--- src/rtl/en_wave.sv ---
// Enemy formation: COUNT enemies in one row that march as a group, bounce
// off the screen edges with a step-down, die when the player missile hits
// them, and fire one round-robin enemy missile at a time. The enemies and
// the enemy missile are overlaid onto the VGA timing/rgb stream in one
// registered stage.
module en_wave #(
  parameter int          COUNT     = 4,
  parameter int          EN_W      = 32,
  parameter int          EN_H      = 32,
  parameter int          GAP       = 16,
  parameter int          X0        = 64,
  parameter int          Y0        = 64,
  parameter int          X_MAX     = 799,
  parameter int          Y_LIMIT   = 520,
  parameter int          STEP_DOWN = 16,
  parameter int          MIS_W     = 4,
  parameter int          MIS_H     = 12,
  parameter int          MIS_SPEED = 4,
  parameter int          RELOAD    = 30,
  parameter logic [11:0] EN_RGB    = 12'hF00,
  parameter logic [11:0] MIS_RGB   = 12'hFF0
) (
  input  logic             pclk,
  input  logic             rst,
  input  logic [10:0]      vcount_in,
  input  logic [10:0]      hcount_in,
  input  logic             vsync_in,
  input  logic             vblnk_in,
  input  logic             hsync_in,
  input  logic             hblnk_in,
  input  logic [11:0]      rgb_in,
  input  logic [10:0]      xpos_missile,
  input  logic [10:0]      ypos_missile,
  input  logic             on_missile,
  input  logic [3:0]       level,
  output logic [10:0]      vcount_out,
  output logic [10:0]      hcount_out,
  output logic             vsync_out,
  output logic             vblnk_out,
  output logic             hsync_out,
  output logic             hblnk_out,
  output logic [11:0]      rgb_out,
  output logic [COUNT-1:0] alive,
  output logic             lives,
  output logic             hit,
  output logic             landed,
  output logic [10:0]      xpos_en_missile,
  output logic [10:0]      ypos_en_missile,
  output logic             on_en_missile
);

  localparam int PITCH  = EN_W + GAP;
  localparam int FORM_W = COUNT * EN_W + (COUNT - 1) * GAP;
  localparam int IW     = (COUNT > 1) ? $clog2(COUNT) : 1;
  localparam int RW     = $clog2(RELOAD + 1);

  typedef enum logic [1:0] {MOVE_R, MOVE_L, FROZEN} form_e;
  typedef enum logic       {M_IDLE, M_FLY}          mis_e;

  // Half-open box test on 12-bit operands so edge sums never wrap.
  function automatic logic in_box(input logic [11:0] px, input logic [11:0] py,
                                  input logic [11:0] bx, input logic [11:0] by,
                                  input int w, input int h);
    return (px >= bx) && (px < bx + 12'(w)) && (py >= by) && (py < by + 12'(h));
  endfunction

  logic             vblnk_prev_q;
  logic             tick;
  logic [10:0]      x_base_q, x_base_d, y_base_q, y_base_d;
  form_e            form_q, form_d;
  logic [COUNT-1:0] alive_q, alive_d;
  logic             landed_q, landed_d, hit_q, hit_d;
  mis_e             mis_q, mis_d;
  logic             mis_on_q, mis_on_d;
  logic [10:0]      mis_x_q, mis_x_d, mis_y_q, mis_y_d;
  logic [RW-1:0]    reload_q, reload_d;
  logic [IW-1:0]    last_q, last_d;
  logic [10:0]      vcount_q, hcount_q;
  logic             vsync_q, vblnk_q, hsync_q, hblnk_q;
  logic [11:0]      rgb_q, rgb_d;

  logic [11:0]      en_x [COUNT];
  logic [COUNT-1:0] kill_mask;
  logic             kill_found;
  logic [10:0]      spd;
  logic [IW-1:0]    pick;
  logic             pick_found;
  logic [11:0]      mis_ny;
  logic             in_en, in_mis;

  assign tick = vblnk_in & ~vblnk_prev_q;

  // Left edge of every enemy slot; dead slots keep their place in the row.
  always_comb begin
    for (int i = 0; i < COUNT; i++) en_x[i] = {1'b0, x_base_q} + 12'(i * PITCH);
  end

  // Player-missile hit: lowest alive enemy containing the missile point,
  // judged against the positions held before this tick's move.
  always_comb begin
    kill_found = 1'b0;
    kill_mask  = '0;
    for (int i = 0; i < COUNT; i++) begin
      if (!kill_found && alive_q[i] &&
          in_box({1'b0, xpos_missile}, {1'b0, ypos_missile}, en_x[i], {1'b0, y_base_q}, EN_W, EN_H)) begin
        kill_found   = 1'b1;
        kill_mask[i] = 1'b1;
      end
    end
    hit_d   = tick & on_missile & kill_found;
    alive_d = hit_d ? (alive_q & ~kill_mask) : alive_q;
  end

  // Formation march: move by spd, bounce with a step-down, freeze on landing.
  always_comb begin
    x_base_d = x_base_q;
    y_base_d = y_base_q;
    form_d   = form_q;
    landed_d = landed_q;
    spd      = (level == 4'd0) ? 11'd1 : {7'd0, level};
    if (tick && (|alive_q) && form_q != FROZEN) begin
      if (form_q == MOVE_R) begin
        if ({1'b0, x_base_q} + 12'(FORM_W - 1) + {1'b0, spd} > 12'(X_MAX)) begin
          y_base_d = y_base_q + 11'(STEP_DOWN);
          form_d   = MOVE_L;
        end else begin
          x_base_d = x_base_q + spd;
        end
      end else begin
        if (x_base_q < spd) begin
          y_base_d = y_base_q + 11'(STEP_DOWN);
          form_d   = MOVE_R;
        end else begin
          x_base_d = x_base_q - spd;
        end
      end
      if ({1'b0, y_base_d} + 12'(EN_H) >= 12'(Y_LIMIT)) begin
        landed_d = 1'b1;
        form_d   = FROZEN;
      end
    end
  end

  // Enemy missile: reload countdown, round-robin shooter pick, then flight.
  always_comb begin
    mis_d      = mis_q;
    mis_on_d   = mis_on_q;
    mis_x_d    = mis_x_q;
    mis_y_d    = mis_y_q;
    reload_d   = reload_q;
    last_d     = last_q;
    pick       = '0;
    pick_found = 1'b0;
    mis_ny     = {1'b0, mis_y_q} + 12'(MIS_SPEED);
    for (int k = 1; k <= COUNT; k++) begin
      if (!pick_found && alive_d[IW'((int'(last_q) + k) % COUNT)]) begin
        pick_found = 1'b1;
        pick       = IW'((int'(last_q) + k) % COUNT);
      end
    end
    if (tick) begin
      if (mis_q == M_IDLE) begin
        reload_d = (reload_q == '0) ? '0 : reload_q - RW'(1);
        if (reload_d == '0 && pick_found) begin
          mis_x_d  = x_base_q + 11'(int'(pick) * PITCH + EN_W / 2 - MIS_W / 2);
          mis_y_d  = y_base_q + 11'(EN_H);
          mis_on_d = 1'b1;
          mis_d    = M_FLY;
          last_d   = pick;
        end
      end else begin
        mis_y_d = mis_ny[10:0];
        if (mis_ny > 12'd599) begin
          mis_on_d = 1'b0;
          mis_d    = M_IDLE;
          reload_d = RW'(RELOAD);
        end
      end
    end
  end

  // Pixel overlay: missile over enemies over the upstream pixel.
  always_comb begin
    in_en = 1'b0;
    for (int i = 0; i < COUNT; i++) begin
      if (alive_q[i] && in_box({1'b0, hcount_in}, {1'b0, vcount_in}, en_x[i], {1'b0, y_base_q}, EN_W, EN_H))
        in_en = 1'b1;
    end
    in_mis = mis_on_q &&
             in_box({1'b0, hcount_in}, {1'b0, vcount_in}, {1'b0, mis_x_q}, {1'b0, mis_y_q}, MIS_W, MIS_H);
    if (hblnk_in || vblnk_in) rgb_d = rgb_in;
    else if (in_mis)          rgb_d = MIS_RGB;
    else if (in_en)           rgb_d = EN_RGB;
    else                      rgb_d = rgb_in;
  end

  // Game state registers.
  always_ff @(posedge pclk) begin
    if (rst) begin
      vblnk_prev_q <= 1'b0;
      x_base_q     <= 11'(X0);
      y_base_q     <= 11'(Y0);
      form_q       <= MOVE_R;
      alive_q      <= '1;
      landed_q     <= 1'b0;
      hit_q        <= 1'b0;
      mis_q        <= M_IDLE;
      mis_on_q     <= 1'b0;
      mis_x_q      <= '0;
      mis_y_q      <= '0;
      reload_q     <= RW'(RELOAD);
      last_q       <= IW'(COUNT - 1);
    end else begin
      vblnk_prev_q <= vblnk_in;
      x_base_q     <= x_base_d;
      y_base_q     <= y_base_d;
      form_q       <= form_d;
      alive_q      <= alive_d;
      landed_q     <= landed_d;
      hit_q        <= hit_d;
      mis_q        <= mis_d;
      mis_on_q     <= mis_on_d;
      mis_x_q      <= mis_x_d;
      mis_y_q      <= mis_y_d;
      reload_q     <= reload_d;
      last_q       <= last_d;
    end
  end

  // Draw stage: timing delayed one cycle alongside the composited pixel.
  always_ff @(posedge pclk) begin
    if (rst) begin
      vcount_q <= '0;
      hcount_q <= '0;
      vsync_q  <= 1'b0;
      vblnk_q  <= 1'b0;
      hsync_q  <= 1'b0;
      hblnk_q  <= 1'b0;
      rgb_q    <= '0;
    end else begin
      vcount_q <= vcount_in;
      hcount_q <= hcount_in;
      vsync_q  <= vsync_in;
      vblnk_q  <= vblnk_in;
      hsync_q  <= hsync_in;
      hblnk_q  <= hblnk_in;
      rgb_q    <= rgb_d;
    end
  end

  assign vcount_out      = vcount_q;
  assign hcount_out      = hcount_q;
  assign vsync_out       = vsync_q;
  assign vblnk_out       = vblnk_q;
  assign hsync_out       = hsync_q;
  assign hblnk_out       = hblnk_q;
  assign rgb_out         = rgb_q;
  assign alive           = alive_q;
  assign lives           = |alive_q;
  assign hit             = hit_q;
  assign landed          = landed_q;
  assign xpos_en_missile = mis_x_q;
  assign ypos_en_missile = mis_y_q;
  assign on_en_missile   = mis_on_q;

endmodule

--- config.mk ---
export PLATFORM = sky130hd
export DESIGN_NAME = en_wave
export DESIGN_NICKNAME = d
export VERILOG_FILES = /design/src/rtl/en_wave.sv
export SDC_FILE = /design/constraint.sdc
export NUM_CORES = 1
export LEC_CHECK = 0
export ABC_AREA = 1
export ABC_CLOCK_PERIOD_IN_PS = 10500
export CAP_MARGIN = 20
export CORE_AREA = 2 2 182 184
export CTS_CLUSTER_SIZE = 25
export DETAILED_ROUTE_END_ITERATION = 8
export DIE_AREA = 0 0 184 186
export PLACE_DENSITY_LB_ADDON = 0.15
export SYNTH_ARGS = -nofsm -noshare
export SYNTH_HDL_FRONTEND = slang
export SYNTH_SLANG_ARGS = --single-unit
--- constraint.sdc ---
create_clock -name pclk -period 10.5 [get_ports pclk]
set_input_delay 2.1 -clock pclk [delete_from_list [all_inputs] [get_ports pclk]]
set_output_delay 2.1 -clock pclk [all_outputs]
set_load 0.05 [all_outputs]
==> run metrics <==
Clock Skew 14.4 ps; Finished Core Util 39.6%; largest net degree at the start of global routing 62; Pwr Total 0.00190 W; worst hold margin 460 ps; CTS tree built; Die Wd 184 um; initial antenna violation count 0; Final TNS setup 0 ps; final critical-path required period 6780 ps; final instance area 0.0128 mm2; 1st-iter DRT viols 583; fin. max-slew vios 0; number of global-route vias before repair 9593; IR drop worst, VDD 0.0843 mV; Final nets 1944; Worst Path Required 10730 ps; Rows 66; fin crit share 64.5%; first-pass GRT wire length 52800 um; syn_area_per_cell 6.98 um2; H-tree depth 3; die area 0.0342 mm2; initial cell density of the core 33.5%; Post-synth ARST share 0%; RSZ-0062 raised after global routing false; RD Place Congestion 0.887; total placed instance area 0.0124 mm2; min-delay worst type reg -> reg; register area share after synthesis 17.3%; CP Capture Type flip-flop; IO Port Bufs 132; Clock Sinks 93; GR Overflow Total 0; total core area 0.0322 mm2; I/O Pins 135; Startpoint Class flip-flop; antenna viol nets, final 0; status complete, no violations; final WL 33500 um; crit path DAT 7010 ps; critical setup path kind reg -> reg; worst-case clock buffer depth 2; Post-CTS Hold Fix Bufs 0; number of setup buffers added after CTS 0; clk_lat worst skew 350 ps; crit path max-delay cell type dfxtp_1; count of final setup violators 0; PostCTS Resize Cnt 0; Max-Cap Viols 0; die height 186 um; CP Max Fanout 11; Vias 10400; Main synth FF type dfxtp_1; critical path's largest stage delay 820 ps; area grow syn2layout 18.4%; GRT Total Usage 19.7%; Wirelength per Cell 16.2 um; DR vias/cell 5.00; Residual DRC 0; Worst Max-Slew Pin Slew 1110 ps; Cells after Synth 1544; #FFs+latches synth 93; number of synthesized flops with an enable pin 0; Clk pin slew, worst setup/hold paths 70 ps; synthesized area 0.0108 mm2; ratio of cells with drive above 1 in the final layout 6.61%; CTS Buf Count 9; n_diodes 0; Leakage 5.91 nW; PD cells 149 mW/mm2; clock root buffer clkbuf_16; DP HPWL 26400 um; Yosys warning count 0; Synth cell types 64; Max Freq 0.148 GHz; first-pass iteration count of the detailed router 6; Final Hold Viols 0; relative slew slack 26.3%; most used cell, CP nand2_1
==> metrics by stage <==
step                      setup slack, ps  cells
after floorplan                      4580   1545
after global placement               3590   2055
after detailed placement             3520   2055
after CTS                            3760   2071
after global routing                 3320   2072
final                                3720   2072
==> synth_stat cells (21+ instances only) <==
library cell	instances	share of area (%)
nand2_1	311	11
ha_1	215	25
inv_1	196	6.8
nor2_1	131	4.6
a21oi_1	122	5.7
dfxtp_1	93	17
nand3_1	78	3.6
o21ai_0	68	3.2
xor2_1	54	4.4
nand4_1	27	1.6
nand2_2	26	1.5
nor3_1	21	0.98
==> state kept, by name (all words and copies together), names as in the netlist <==
| name | flops |
|---|---|
| rgb_out | 12 |
| hcount_out | 11 |
| vcount_out | 11 |
| x_base_q | 11 |
| xpos_en_missile | 11 |
| ypos_en_missile | 9 |
| y_base_q | 7 |
| reload_q | 5 |
| alive | 4 |
| form_q | 2 |
| last_q | 2 |
| hblnk_out | 1 |
| hit | 1 |
| hsync_out | 1 |
| landed | 1 |
| mis_q | 1 |
| on_en_missile | 1 |
| vblnk_out | 1 |
| vsync_out | 1 |
==> cells by family (layout without fill, tap and decap cells) <==
kind of cell,after synthesis,after routing,share of synthesized area (%)
compound gates,282,282,15.7
buf+inv,246,365,9.22
flops,93,93,17.3
other cells,1,2,0.0348
simple gates,640,640,26.8
fa+ha+maj,218,218,25.5
xor+xnor,64,64,5.41
==> routing by layer <==
metal / GRT usage [%] / up-vias / part of all wire [%]
met5: 0 / - / 0
met4: 3.10 / 0 / 1.0
met3: 2.31 / 19 / 4.5
met2: 32.5 / 238 / 45
met1: 28.0 / 4722 / 50
li1: - / 5383 / -
==> placed cells by master, fill, tap and decap left out, types with 4 or more instances in the layout <==
| cell | synthesis | routed |
|---|---|---|
| a211oi_1 | 6 | 6 |
| a21o_1 | 8 | 8 |
| a21oi_1 | 122 | 122 |
| a21oi_2 | 14 | 14 |
| a221oi_1 | 7 | 7 |
| a31oi_1 | 4 | 4 |
| clkbuf_16 | 0 | 9 |
| clkdlybuf4s50_1 | 0 | 131 |
| dfxtp_1 | 93 | 93 |
| ha_1 | 215 | 215 |
| inv_1 | 196 | 196 |
| inv_2 | 13 | 13 |
| nand2_1 | 311 | 311 |
| nand2_2 | 26 | 26 |
| nand3_1 | 78 | 78 |
| nand3_2 | 7 | 7 |
| nand3b_1 | 12 | 12 |
| nand4_1 | 27 | 27 |
| nor2_1 | 131 | 131 |
| nor3_1 | 21 | 21 |
| o2111ai_1 | 5 | 5 |
| o211ai_1 | 6 | 6 |
| o21a_1 | 5 | 5 |
| o21ai_0 | 68 | 68 |
| o21ai_1 | 5 | 5 |
| o21bai_1 | 5 | 5 |
| o22ai_1 | 5 | 5 |
| o31ai_1 | 5 | 5 |
| xnor2_1 | 7 | 7 |
| xor2_1 | 54 | 54 |
==> report_power, final <==
group          leakage, nW  internal (W)  total [W]  switching (W)
clock                0.142      0.000167   0.000330       0.000163
sequential           0.763      0.000383   0.000436      0.0000534
combinational         5.00      0.000402    0.00114       0.000733
total                 5.91      0.000952    0.00190       0.000950
==> layout make-up <==
class	instances	area [um2]
repair buffers	135	1360
flip-flops and latches	93	1860
clock inverters	7	67.6
well taps	408	510
fillers	3365	19400
multi-input cells	1206	7920
clock buffers	9	225
inverters	214	811
==> worst paths after layout <==
check,startpoint,to,slack (ps),cells after the start
setup / recovery,x_base_q[5],xpos_en_missile[10],3720,34
hold / removal,landed,landed,460,2
setup reg to reg,x_base_q[5],xpos_en_missile[10],3720,34
hold reg to reg,landed,landed,460,2
==> worst max-delay path: cells and delay by family (launching register included) <==
| family | cells | cell delay [ps] |
|---|---|---|
| XOR/XNOR | 2 | 470 |
| adder cells (fa/ha/maj) | 5 | 1940 |
| buffers and inverters | 5 | 780 |
| AO/OA/AOI/OAI | 7 | 1060 |
| AND/OR/NAND/NOR | 15 | 1560 |
| flip-flops | 1 | 820 |
Note: power is estimated with default switching activity, not from simulation.
